[config.mk]
export PLATFORM = sky130hd
export DESIGN_NAME = count_display_flat
export DESIGN_NICKNAME = d
export VERILOG_FILES = /design/src/rtl/count_display_pkg.sv /design/src/rtl/count_display_if.sv /design/src/rtl/bcd8_converter.sv /design/src/rtl/count_display.sv /design/src/flat_wrapper.sv
export SDC_FILE = /design/constraint.sdc
export NUM_CORES = 1
export LEC_CHECK = 0
export BUFFER_PORTS_ARGS = -buffer_cell sky130_fd_sc_hd__buf_2
export CAP_MARGIN = 5
export CORE_MARGIN = 2
export CORE_UTILIZATION = 40
export CTS_CLUSTER_SIZE = 12
export DETAILED_ROUTE_END_ITERATION = 10
export PLACE_DENSITY_LB_ADDON = 0.1
export SYNTH_ARGS = -nofsm -noshare
export SYNTH_HDL_FRONTEND = slang
export SYNTH_SLANG_ARGS = --single-unit
[constraint.sdc]
create_clock -name clk -period 2.4 [get_ports clk]
set_input_delay 0 -clock clk [delete_from_list [all_inputs] [get_ports clk]]
set_output_delay 0 -clock clk [all_outputs]
set_load 0.005 [all_outputs]
[src/rtl/count_display_pkg.sv]
`default_nettype none
//==============================================================================
// Module : count_display_pkg
// Brief  : Shared converter state encoding, segment codes and decode helpers.
// Rev    : 1.0
//==============================================================================
package count_display_pkg;

  typedef enum logic [1:0] {
    ST_IDLE  = 2'd0,
    ST_SHIFT = 2'd1,
    ST_LOAD  = 2'd2
  } conv_state_t;

  localparam int c_idx_w = 2;

  // Active-low segment patterns, bit order {g,f,e,d,c,b,a}
  localparam logic [6:0] c_seg_0     = 7'h40;
  localparam logic [6:0] c_seg_1     = 7'h79;
  localparam logic [6:0] c_seg_2     = 7'h24;
  localparam logic [6:0] c_seg_3     = 7'h30;
  localparam logic [6:0] c_seg_4     = 7'h19;
  localparam logic [6:0] c_seg_5     = 7'h12;
  localparam logic [6:0] c_seg_6     = 7'h02;
  localparam logic [6:0] c_seg_7     = 7'h78;
  localparam logic [6:0] c_seg_8     = 7'h00;
  localparam logic [6:0] c_seg_9     = 7'h10;
  localparam logic [6:0] c_seg_u     = 7'h41;
  localparam logic [6:0] c_seg_d     = 7'h21;
  localparam logic [6:0] c_seg_blank = 7'h7F;

  function automatic logic [6:0] seg_decode(input logic [3:0] digit);
    logic [6:0] code;
    case (digit)
      4'd0:    code = c_seg_0;
      4'd1:    code = c_seg_1;
      4'd2:    code = c_seg_2;
      4'd3:    code = c_seg_3;
      4'd4:    code = c_seg_4;
      4'd5:    code = c_seg_5;
      4'd6:    code = c_seg_6;
      4'd7:    code = c_seg_7;
      4'd8:    code = c_seg_8;
      4'd9:    code = c_seg_9;
      default: code = c_seg_blank;
    endcase
    return code;
  endfunction

  // Double-dabble correction: any nibble of 5 or more gets +3 before the shift
  function automatic logic [11:0] bcd_adjust(input logic [11:0] bcd);
    logic [11:0] adj;
    adj = bcd;
    if (adj[3:0]  >= 4'd5) adj[3:0]  = adj[3:0]  + 4'd3;
    if (adj[7:4]  >= 4'd5) adj[7:4]  = adj[7:4]  + 4'd3;
    if (adj[11:8] >= 4'd5) adj[11:8] = adj[11:8] + 4'd3;
    return adj;
  endfunction

endpackage
`default_nettype wire

[src/rtl/count_display_if.sv]
`default_nettype none
//==============================================================================
// Module : count_display_if
// Brief  : Counter input and 4-digit display output bundle.
// Rev    : 1.0
//==============================================================================
interface count_display_if;
  logic [7:0] q;
  logic       ud;
  logic [3:0] an;
  logic [6:0] seg;
  logic       dp;

  modport master (output q, ud, input an, seg, dp);
  modport slave  (input q, ud, output an, seg, dp);
endinterface
`default_nettype wire

[src/rtl/bcd8_converter.sv]
`default_nettype none
//==============================================================================
// Module : bcd8_converter
// Brief  : 10-cycle IDLE/SHIFT/LOAD binary-to-BCD converter with LOAD valid pulse.
// Rev    : 1.0
//==============================================================================
module bcd8_converter
  import count_display_pkg::*;
(
  input  logic       clk,
  input  logic       reset_n,
  input  logic [7:0] i_q,
  input  logic       i_ud,
  output logic [3:0] o_hundreds,
  output logic [3:0] o_tens,
  output logic [3:0] o_ones,
  output logic       o_ud,
  output logic       o_valid
);

  conv_state_t r_state;
  logic [7:0]  r_bin;
  logic [11:0] r_bcd;
  logic [2:0]  r_bit_cnt;
  logic        r_ud;
  logic        r_valid;
  logic [11:0] w_adj;

  assign w_adj = bcd_adjust(r_bcd);

  always_ff @(posedge clk or negedge reset_n) begin
    if (!reset_n) begin
      r_state   <= ST_IDLE;
      r_bin     <= '0;
      r_bcd     <= '0;
      r_bit_cnt <= '0;
      r_ud      <= 1'b1;
      r_valid   <= 1'b0;
    end else begin
      r_valid <= 1'b0;
      case (r_state)
        ST_IDLE: begin
          // Inputs are only sampled here; they are free to move during SHIFT/LOAD
          r_bin     <= i_q;
          r_ud      <= i_ud;
          r_bcd     <= '0;
          r_bit_cnt <= '0;
          r_state   <= ST_SHIFT;
        end
        ST_SHIFT: begin
          r_bcd     <= (w_adj << 1) | {11'd0, r_bin[7]};
          r_bin     <= r_bin << 1;
          r_bit_cnt <= r_bit_cnt + 3'd1;
          if (r_bit_cnt == 3'd7) begin
            r_state <= ST_LOAD;
            r_valid <= 1'b1;
          end
        end
        ST_LOAD: begin
          r_state <= ST_IDLE;
        end
        default: begin
          r_state <= ST_IDLE;
        end
      endcase
    end
  end

  assign o_hundreds = r_bcd[11:8];
  assign o_tens     = r_bcd[7:4];
  assign o_ones     = r_bcd[3:0];
  assign o_ud       = r_ud;
  assign o_valid    = r_valid;

endmodule
`default_nettype wire

[src/rtl/count_display.sv]
`default_nettype none
//==============================================================================
// Module : count_display
// Brief  : Shows an 8-bit count and its direction on a multiplexed 4-digit display.
// Rev    : 1.0
//==============================================================================
module count_display
  import count_display_pkg::*;
#(
  parameter int REFRESH_DIV = 100000
) (
  input  logic           clk,
  input  logic           reset_n,
  count_display_if.slave disp_bus
);

  localparam int c_presc_w = (REFRESH_DIV > 1) ? $clog2(REFRESH_DIV) : 1;
  localparam logic [c_presc_w-1:0] c_presc_last = c_presc_w'(REFRESH_DIV - 1);

  logic [3:0]         w_hundreds;
  logic [3:0]         w_tens;
  logic [3:0]         w_ones;
  logic               w_dir;
  logic               w_valid;

  logic [c_presc_w-1:0] r_presc;
  logic [c_idx_w-1:0]   r_index;
  logic [3:0]           r_disp_h;
  logic [3:0]           r_disp_t;
  logic [3:0]           r_disp_o;
  logic                 r_disp_ud;
  logic [3:0]           r_an;
  logic [6:0]           r_seg;

  logic [3:0]           w_an_next;
  logic [6:0]           w_seg_next;

  bcd8_converter u_conv (
    .clk        (clk),
    .reset_n    (reset_n),
    .i_q        (disp_bus.q),
    .i_ud       (disp_bus.ud),
    .o_hundreds (w_hundreds),
    .o_tens     (w_tens),
    .o_ones     (w_ones),
    .o_ud       (w_dir),
    .o_valid    (w_valid)
  );

  always_comb begin
    w_an_next  = ~(4'b0001 << r_index);
    w_seg_next = c_seg_blank;
    case (r_index)
      2'd0: w_seg_next = seg_decode(r_disp_o);
      2'd1: w_seg_next = (r_disp_h == 4'd0 && r_disp_t == 4'd0) ? c_seg_blank
                                                                 : seg_decode(r_disp_t);
      2'd2: w_seg_next = (r_disp_h == 4'd0) ? c_seg_blank : seg_decode(r_disp_h);
      2'd3: w_seg_next = r_disp_ud ? c_seg_u : c_seg_d;
      default: w_seg_next = c_seg_blank;
    endcase
  end

  always_ff @(posedge clk or negedge reset_n) begin
    if (!reset_n) begin
      r_presc   <= '0;
      r_index   <= '0;
      r_disp_h  <= '0;
      r_disp_t  <= '0;
      r_disp_o  <= '0;
      r_disp_ud <= 1'b1;
      r_an      <= 4'b1111;
      r_seg     <= c_seg_blank;
    end else begin
      if (r_presc == c_presc_last) begin
        r_presc <= '0;
        r_index <= r_index + c_idx_w'(1);
      end else begin
        r_presc <= r_presc + c_presc_w'(1);
      end
      // Only complete conversions reach the display, so no partial value is ever shown
      if (w_valid) begin
        r_disp_h  <= w_hundreds;
        r_disp_t  <= w_tens;
        r_disp_o  <= w_ones;
        r_disp_ud <= w_dir;
      end
      r_an  <= w_an_next;
      r_seg <= w_seg_next;
    end
  end

  assign disp_bus.an  = r_an;
  assign disp_bus.seg = r_seg;
  assign disp_bus.dp  = 1'b1;

endmodule
`default_nettype wire
[src/flat_wrapper.sv]
// flat-port wrapper written by rule: the top's interface ports become plain ports
module count_display_flat import count_display_pkg::*;
#(
  parameter int REFRESH_DIV = 100000
)
  (clk, reset_n, disp_bus_q, disp_bus_ud, disp_bus_an, disp_bus_seg, disp_bus_dp);
  count_display_if disp_bus_i ();
  input  logic clk;
  input  logic reset_n;
  input wire logic [$bits(disp_bus_i.q)-1:0] disp_bus_q;
  input wire logic [$bits(disp_bus_i.ud)-1:0] disp_bus_ud;
  output wire logic [$bits(disp_bus_i.an)-1:0] disp_bus_an;
  output wire logic [$bits(disp_bus_i.seg)-1:0] disp_bus_seg;
  output wire logic [$bits(disp_bus_i.dp)-1:0] disp_bus_dp;
  assign disp_bus_i.q = disp_bus_q;
  assign disp_bus_i.ud = disp_bus_ud;
  assign disp_bus_an = disp_bus_i.an;
  assign disp_bus_seg = disp_bus_i.seg;
  assign disp_bus_dp = disp_bus_i.dp;
  count_display #(.REFRESH_DIV(REFRESH_DIV)) u_core (.clk(clk), .reset_n(reset_n), .disp_bus(disp_bus_i));
endmodule
==> impl_results.md, run 1 <==
- Status: finished clean
- Startpoint Class: flip-flop
- Max H-tree Level: 3
- Max Root-Sink Buffers: 2
- Area post-placement: 0.00406 mm^2
- IO Pins: 23
- Setup crit end kind: flip-flop
- Crit path max fanout: 5
- Slew @ Worst Pin: 0.712 ns
- Post-synthesis cell count: 380
- CTS tree: yes
- # diodes: 0
- Class of the worst hold path: in -> async
- Vias in the first global route: 2588
- 1st-pass router iterations: 4
- Drt total wl: 7440 um
- Die X: 102 um
- Initial DRC count: 124
- Final min period: 1.68 ns
- Final worst slack: 0.720 ns
- Grt ovf: 0
- Gpl congestion: 0.803
- Count of buffers from port buffering: 21
- Synth Area in Adders: 0.0940
- DR vias/cell: 4.95
- Synth top area share: 0.369
- Antenna Nets Post-Route: 0
- Routed len/inst: 13.8 um
- Number of synthesized flops with an enable pin: 0
- Routed via count: 2672
- Clk_lat worst skew: 0.35 ns
- Slew Limit Fails: 0
- Setup violators final: 0
- Largest net degree at the start of global routing: 41
- Initial core utilization: 0.416
- Cell accounting for the most synthesized area: dfrtp_1
- DP HPWL: 5250 um
- XOR/XNOR Fraction of Synth Area: 0.0454
- Pre-CTS worst setup slack: 0.725 ns
- NumNets Final: 446
- Largest family of logic cells by synthesized area: simple AND/OR/NAND/NOR gates
- FMAX: 595 MHz
- First-pass GRT wire length: 12500 um
- Post-Syn Nets: 420
- DR DRC count: 0
- Compound-gate portion of the synthesized area: 0.138
- Fin area: 0.00440 mm^2
- CP Data Required Time: 2.68 ns
- PwrDens: 831 mW/mm^2
- Clk slew on worst S/H paths: 0.09 ns
- Simple-Gate Fraction of Synth Area: 0.162
- Antenna violations before repair: 0
- Core footprint: 0.00928 mm^2
- Synth warn: 0
- Final period util: 0.700
- Filler cells: 882
- Clock Skew: 0.0140 ns
- Rows: 35
- Layout area overhead: 14.0%
- Final Hold Violating Endpoints: 0
- VDD IR max: 0.274 mV
- Synth Cell Area: 0.00386 mm^2
- Setup TNS: 0 ns
- Resized cells post-CTS: 0
- Async SR Flop Fraction: 1.00
- Most common library cells after synthesis: 57 x dfrtp_1, 43 x nand2_1, 33 x o21ai_0
- Die height: 102 um
- Max-slew headroom: 0.525
- Multiplexer area fraction after synthesis: 0.0528
- #FFs+latches synth: 70
- Synth area leaders: dfrtp_1 37%, ha_1 9.4%, dfstp_2 8.8%
- Root Buffer: clkbuf_8
- Total GRT Usage: 0.155
- Post-synthesis sequential area ratio: 0.458
- Die area: 0.0105 mm^2
- Share of cells above drive strength 1: 0.170
- Max-cap violations: 0
- RSZ-0062 raised after global routing: no
- Sink Count: 70
- WP data arrival: 1.96 ns
- Most frequent cell after synthesis: dfrtp_1
- Pleak: 0.00196 uW
- Unique masters post-synth: 52
- Crit path kind: reg -> reg
- Num CTS Buffers: 9
- Post-Syn Area per Cell: 10.2 um^2
- Ys flop type: dfrtp_1
## final timing paths
check	start	to	slack, ns	cells past startpoint
worst max-delay path	u_core.u_conv.r_bcd[0]$_DFFE_PN0P_	u_core.u_conv.r_bcd[2]$_DFFE_PN0P_	0.72	6
worst min-delay path	reset_n	u_core.r_presc[12]$_DFF_PN0_	0.24	2
worst max register to register	u_core.u_conv.r_bcd[0]$_DFFE_PN0P_	u_core.u_conv.r_bcd[2]$_DFFE_PN0P_	0.72	6
worst min register to register	u_core.u_conv.r_bin[5]$_DFFE_PN0P_	u_core.u_conv.r_bin[5]$_DFFE_PN0P_	0.49	2
max in group asynchronous	reset_n	u_core.r_disp_ud$_DFFE_PN1P_	1.43	3
min in group clk	disp_bus_q[0]	u_core.u_conv.r_bin[0]$_DFFE_PN0P_	0.41	3
## area by class of cell
cell class,instances,area [um^2],area share
repair buffers,35,248,0.0563
flip-flops and latches,70,1770,0.402
well taps,129,161,0.0367
multi-input cells,269,1900,0.433
clock buffers,12,165,0.0375
inverters,21,78.8,0.0179
clock inverters,4,76.3,0.0173
## worst max-delay path, cell delays in order (launching register included)
cell	delay, ns
dfrtp_1	0.43
inv_1	0.12
ha_1	0.20
nand2b_1	0.07
a21oi_1	0.29
mux2_2	0.37
o21ai_0	0.13
## timing repair
| item | CTS | global route |
|---|---|---|
| buffers inserted | 0 | 0 |
| endpoints found under the hold margin | 28 | 0 |
| hold buffers | 10 | 0 |
## sequential cells by signal, summed over array words and instances (netlist names)
| name | flops |
|---|---|
| u_core.u_conv.o_ud | 1 |
| u_core.r_presc | 17 |
| u_core.disp_bus.seg | 7 |
| u_core.r_disp_ud | 1 |
| u_core.r_disp_t | 4 |
| u_core.u_conv.r_bin | 8 |
| u_core.u_conv.r_bit_cnt | 3 |
| u_core.u_conv.r_state | 2 |
| u_core.r_disp_o | 4 |
| u_core.disp_bus.an | 4 |
| u_core.r_disp_h | 4 |
| u_core.u_conv.r_bcd | 12 |
| u_core.r_index | 2 |
| u_core.u_conv.o_valid | 1 |
## routing by layer
metal / share of wire / vias up / global-route usage
met4: 0.020 / 0 / 0.0810
met3: 0.028 / 12 / 0.0233
met1: 0.53 / 1258 / 0.219
li1: - / 1362 / -
met2: 0.43 / 40 / 0.232
met5: 0 / - / 0
## where the power goes
group	leakage, uW	internal, uW	switching (uW)
Clock	0.000119	675	469
Combinational	0.000955	461	458
Sequential	0.000884	1390	209
Total	0.00196	2520	1140
## per-stage QoR
step	std cells	total power (uW)	util	hold WS, ns
2_1_floorplan	380	2260	-	-0.296
3_3_place_gp	514	2520	0.437	0.0976
3_5_place_dp	514	2530	0.437	0.112
4_1_cts	540	3700	0.474	0.262
5_1_grt	540	3900	0.474	0.312
6_report	540	3660	0.474	0.240
## logic make-up after synthesis
family                     count (synthesis)
and+or+nand+nor                          115
AOI/OAI and AO/OA                         85
DFF                                       70
buffers and inverters                     41
adders and majority gates                 29
xor gates and xnor gates                  20
muxes                                     19
other                                      1
## cell usage in the layout (no fill, tap or decap), types with 5 or more instances in the layout
master,n
ha_1,29
nor2_1,18
nand2_1,43
o21ai_0,33
inv_1,21
buf_2,21
dfrtp_1,57
dfstp_2,13
a21oi_1,15
mux2i_1,11
nand4_1,8
nor2b_1,9
clkbuf_8,12
a22o_1,10
dlygate4sd3_1,10
mux2_2,7
xor2_1,5
xnor2_1,15
nand2b_1,12
No activity file was read; power rests on OpenSTA's default activity.
==> run 2: changes to the inputs <==
--- a/config.mk
+++ b/config.mk
@@ -5,6 +5,7 @@
 export SDC_FILE = /design/constraint.sdc
 export NUM_CORES = 1
 export LEC_CHECK = 0
+export ABC_AREA = 1
 export BUFFER_PORTS_ARGS = -buffer_cell sky130_fd_sc_hd__buf_2
 export CAP_MARGIN = 5
 export CORE_MARGIN = 2
==> constraint.sdc (replaced) <==
create_clock -name clk -period 1.7 [get_ports clk]
set_input_delay 0 -clock clk [delete_from_list [all_inputs] [get_ports clk]]
set_output_delay 0 -clock clk [all_outputs]
set_load 0.005 [all_outputs]
==> run 2 against run 1 <==
- wire length is 0.52% lower
- non-clock buffer count grew 1
- worst hold slack worse by 0.029 ns
- clock skew decreased by 0.0028 ns
- flip-flop and latch count is the same
- total power increased by 46%
- synthesized cell count up 24%
- setup slack got worse by 0.58 ns
- design area increased by 1.8%
- largest power group unchanged
- largest cell class unchanged
- critical path depth rose by 1
==> impl_results.md, run 2 <==
- Antenna Nets Post-Route: 0 (unchanged)
- Setup TNS: 0 ns (unchanged)
- Status: finished clean
- Final period util: 0.919 (+0.219)
- Final min period: 1.56 ns (-0.118 ns)
- Max H-tree Level: 3 (unchanged)
- Total GRT Usage: 0.162 (+0.00701)
- Routed via count: 2977 (+11%)
- RSZ-0062 raised after global routing: no
- Biggest register: u_core.r_presc
- Gpl congestion: 0.839 (+4.5%)
- Drt total wl: 7410 um (-0.52%)
- Final Hold Violating Endpoints: 0 (unchanged)
- DP HPWL: 5390 um (+2.6%)
- Most used cell, CP: o21ai_0
- WP data arrival: 1.76 ns (-0.20 ns)
- Clock Skew: 0.0112 ns (-0.00284 ns)
- Largest register FFs: 17 (unchanged)
- Max-slew headroom: 0.597 (+0.0717)
- Root Buffer: clkbuf_8
- Most common cell after layout, fill and taps aside: nand2_1
- NumNets Final: 550 (+23%)
- Unique masters post-synth: 33 (-37%)
- Die X: 102 um (-0.11%)
- Largest net degree at the start of global routing: 27 (-34%)
- Core footprint: 0.00928 mm^2 (unchanged)
- Crit path largest cell delay: 0.44 ns (about the same)
- Slew Limit Fails: 0 (unchanged)
- Commonest non-fill, non-tap cells in the layout: 111 x nand2_1, 58 x inv_1, 57 x dfrtp_1
- Crit path max fanout: 6 (+1)
- CP Data Required Time: 1.90 ns (-0.78 ns)
- Resized cells post-CTS: 0 (unchanged)
- CTS tree: yes
- Startpoint Class: flip-flop
- Grt ovf: 0 (unchanged)
- Setup repair bufs after CTS: 0 (unchanged)
- Worst setup startpoint: u_core.u_conv.r_bcd[4]$_DFFE_PN0P_
- # diodes: 0 (unchanged)
- Synth Cell Area: 0.00385 mm^2 (-0.23%)
- Final worst slack: 0.138 ns (-0.582 ns)
- PwrDens: 1190 mW/mm^2 (+44%)
- FMAX: 640 MHz (+7.6%)
- Count of buffers from port buffering: 21 (unchanged)
- Pre-CTS worst setup slack: 0.166 ns (-0.559 ns)
- Synth top area share: 0.370 (+0.000840)
- Class of the worst hold path: in -> async
- Die area: 0.0104 mm^2 (-0.22%)
- Synth warn: 0 (unchanged)
- Reg2reg start: u_core.u_conv.r_bcd[4]$_DFFE_PN0P_
- Slowest CP cell: dfrtp_1
- Most common library cells after synthesis: 111 x nand2_1, 58 x inv_1, 57 x dfrtp_1
- Setup violators final: 0 (unchanged)
- Clk slew on worst S/H paths: 0.08 ns (about the same)
- 1st-pass router iterations: 4 (unchanged)
- Pwr Total: 5350 uW (+46%)
- IO Pins: 23 (unchanged)
- Max-cap violations: 0 (unchanged)
- Most frequent cell after synthesis: nand2_1
- Post-Syn Area per Cell: 8.20 um^2 (-19%)
- Antenna violations before repair: 0 (unchanged)
- Share of cells above drive strength 1: 0.155 (-0.0150)
- Post-synthesis sequential area ratio: 0.459 (+0.00104)
- DR vias/cell: 4.62 (-6.6%)
- Rows: 35 (unchanged)
- DR DRC count: 0 (unchanged)
- Hold Buf Count CTS: 10 (unchanged)
- Num CTS Buffers: 9 (unchanged)
- #FFs+latches synth: 70 (unchanged)
- First-pass GRT wire length: 13500 um (+8.5%)
- Pleak: 0.00217 uW (+11%)
- Max Root-Sink Buffers: 2 (unchanged)
- Synth area leaders: dfrtp_1 37%, nand2_1 11%, ha_1 9.4%
- Crit path kind: reg -> reg
- Setup crit end kind: flip-flop
- CP cell instances: inv_1, ha_1, or2_2, nand2_1, a21oi_1, o21ai_0, o21ai_0
- Placed cell count: 618 (+20%)
- Post-Syn Nets: 510 (+21%)
- Slew @ Worst Pin: 0.605 ns (-0.108 ns)
- Post-route insts no fill: 644 (+19%)
- Initial core utilization: 0.415 (-0.000943)
- Ys flop type: dfrtp_1
- Post-synthesis cell count: 470 (+24%)
- Async SR Flop Fraction: 1.00 (unchanged)
- Layout area overhead: 16.3%
- VDD IR max: 0.471 mV (+72%)
- Filler cells: 946 (+7.3%)
- Worst Hold Slack: 0.211 ns (-0.0290 ns)
- Sink Count: 70 (unchanged)
- Die height: 102 um (-0.11%)
- Biggest registers after layout: u_core.r_presc (17), u_core.u_conv.r_bcd (12), u_core.u_conv.r_bin (8)
- Initial DRC count: 84 (-32%)
- Clk_lat worst skew: 0.34 ns (about the same)
- Cell accounting for the most synthesized area: dfrtp_1
- Routed len/inst: 11.5 um (-17%)
- Vias in the first global route: 2996 (+16%)
- Number of synthesized flops with an enable pin: 0 (unchanged)
run 2: cell types whose count changed after synthesis, sizes merged, moves of 12 or more:
cell	change
nand2b	-12
nand3	+23
inv	+38
nor2	+46
nand2	+71
o21ai	+15
xnor2	-13
run 2: stage by stage:
step	cell area, um^2	util
floorplan	3850	-
global placement	4140	0.446
detailed placement	4140	0.446
CTS	4480	0.483
global route	4480	0.483
finish	4480	0.483
run 2: final timing paths:
check	slack, ns	endpoint	cells past startpoint
worst max-delay path	0.14	u_core.u_conv.r_bcd[6]$_DFFE_PN0P_	7
worst min-delay path	0.21	u_core.r_disp_t[0]$_DFFE_PN0P_	2
worst max register to register	0.14	u_core.u_conv.r_bcd[6]$_DFFE_PN0P_	7
worst min register to register	0.47	u_core.u_conv.r_bin[6]$_DFFE_PN0P_	2
max in group asynchronous	0.88	u_core.u_conv.o_ud$_DFFE_PN1P_	3
min in group clk	0.40	u_core.u_conv.r_bin[2]$_DFFE_PN0P_	4
run 2: worst max-delay path, delay by kind of cell (launching register included):
kind	cells	cell delay [ns]
buffers and inverters	1	0.08
AOI/OAI and AO/OA	3	0.26
adders and majority gates	1	0.20
DFF	1	0.44
and+or+nand+nor	2	0.44
run 2: logic make-up after synthesis:
| kind of cell | synth area share |
|---|---|
| AOI/OAI and AO/OA | 0.107 |
| adders and majority gates | 0.0942 |
| other | 0.000973 |
| xor gates and xnor gates | 0.0250 |
| DFF | 0.459 |
| and+or+nand+nor | 0.240 |
| muxes | 0.00292 |
| buffers and inverters | 0.0708 |
run 2: routing by layer:
| layer | share of wire | vias to the layer above | global-route usage |
|---|---|---|---|
| met2 | 0.44 | 35 | 0.259 |
| met1 | 0.52 | 1356 | 0.224 |
| met4 | 0.012 | 0 | 0.0451 |
| met3 | 0.024 | 10 | 0.0349 |
| li1 | - | 1576 | - |
| met5 | 0 | - | 0 |
run 2: cell type report:
cell class | count | area (um^2) | area share
multi-input cells | 332 | 1810 | 0.404
well taps | 129 | 161 | 0.0360
clock buffers | 10 | 128 | 0.0285
clock inverters | 6 | 111 | 0.0248
inverters | 61 | 234 | 0.0522
repair buffers | 36 | 268 | 0.0597
flip-flops and latches | 70 | 1770 | 0.394
run 2: where the power goes:
part           internal (uW)  switching (uW)
logic                    591             902
clock network            976             644
registers               1990             245
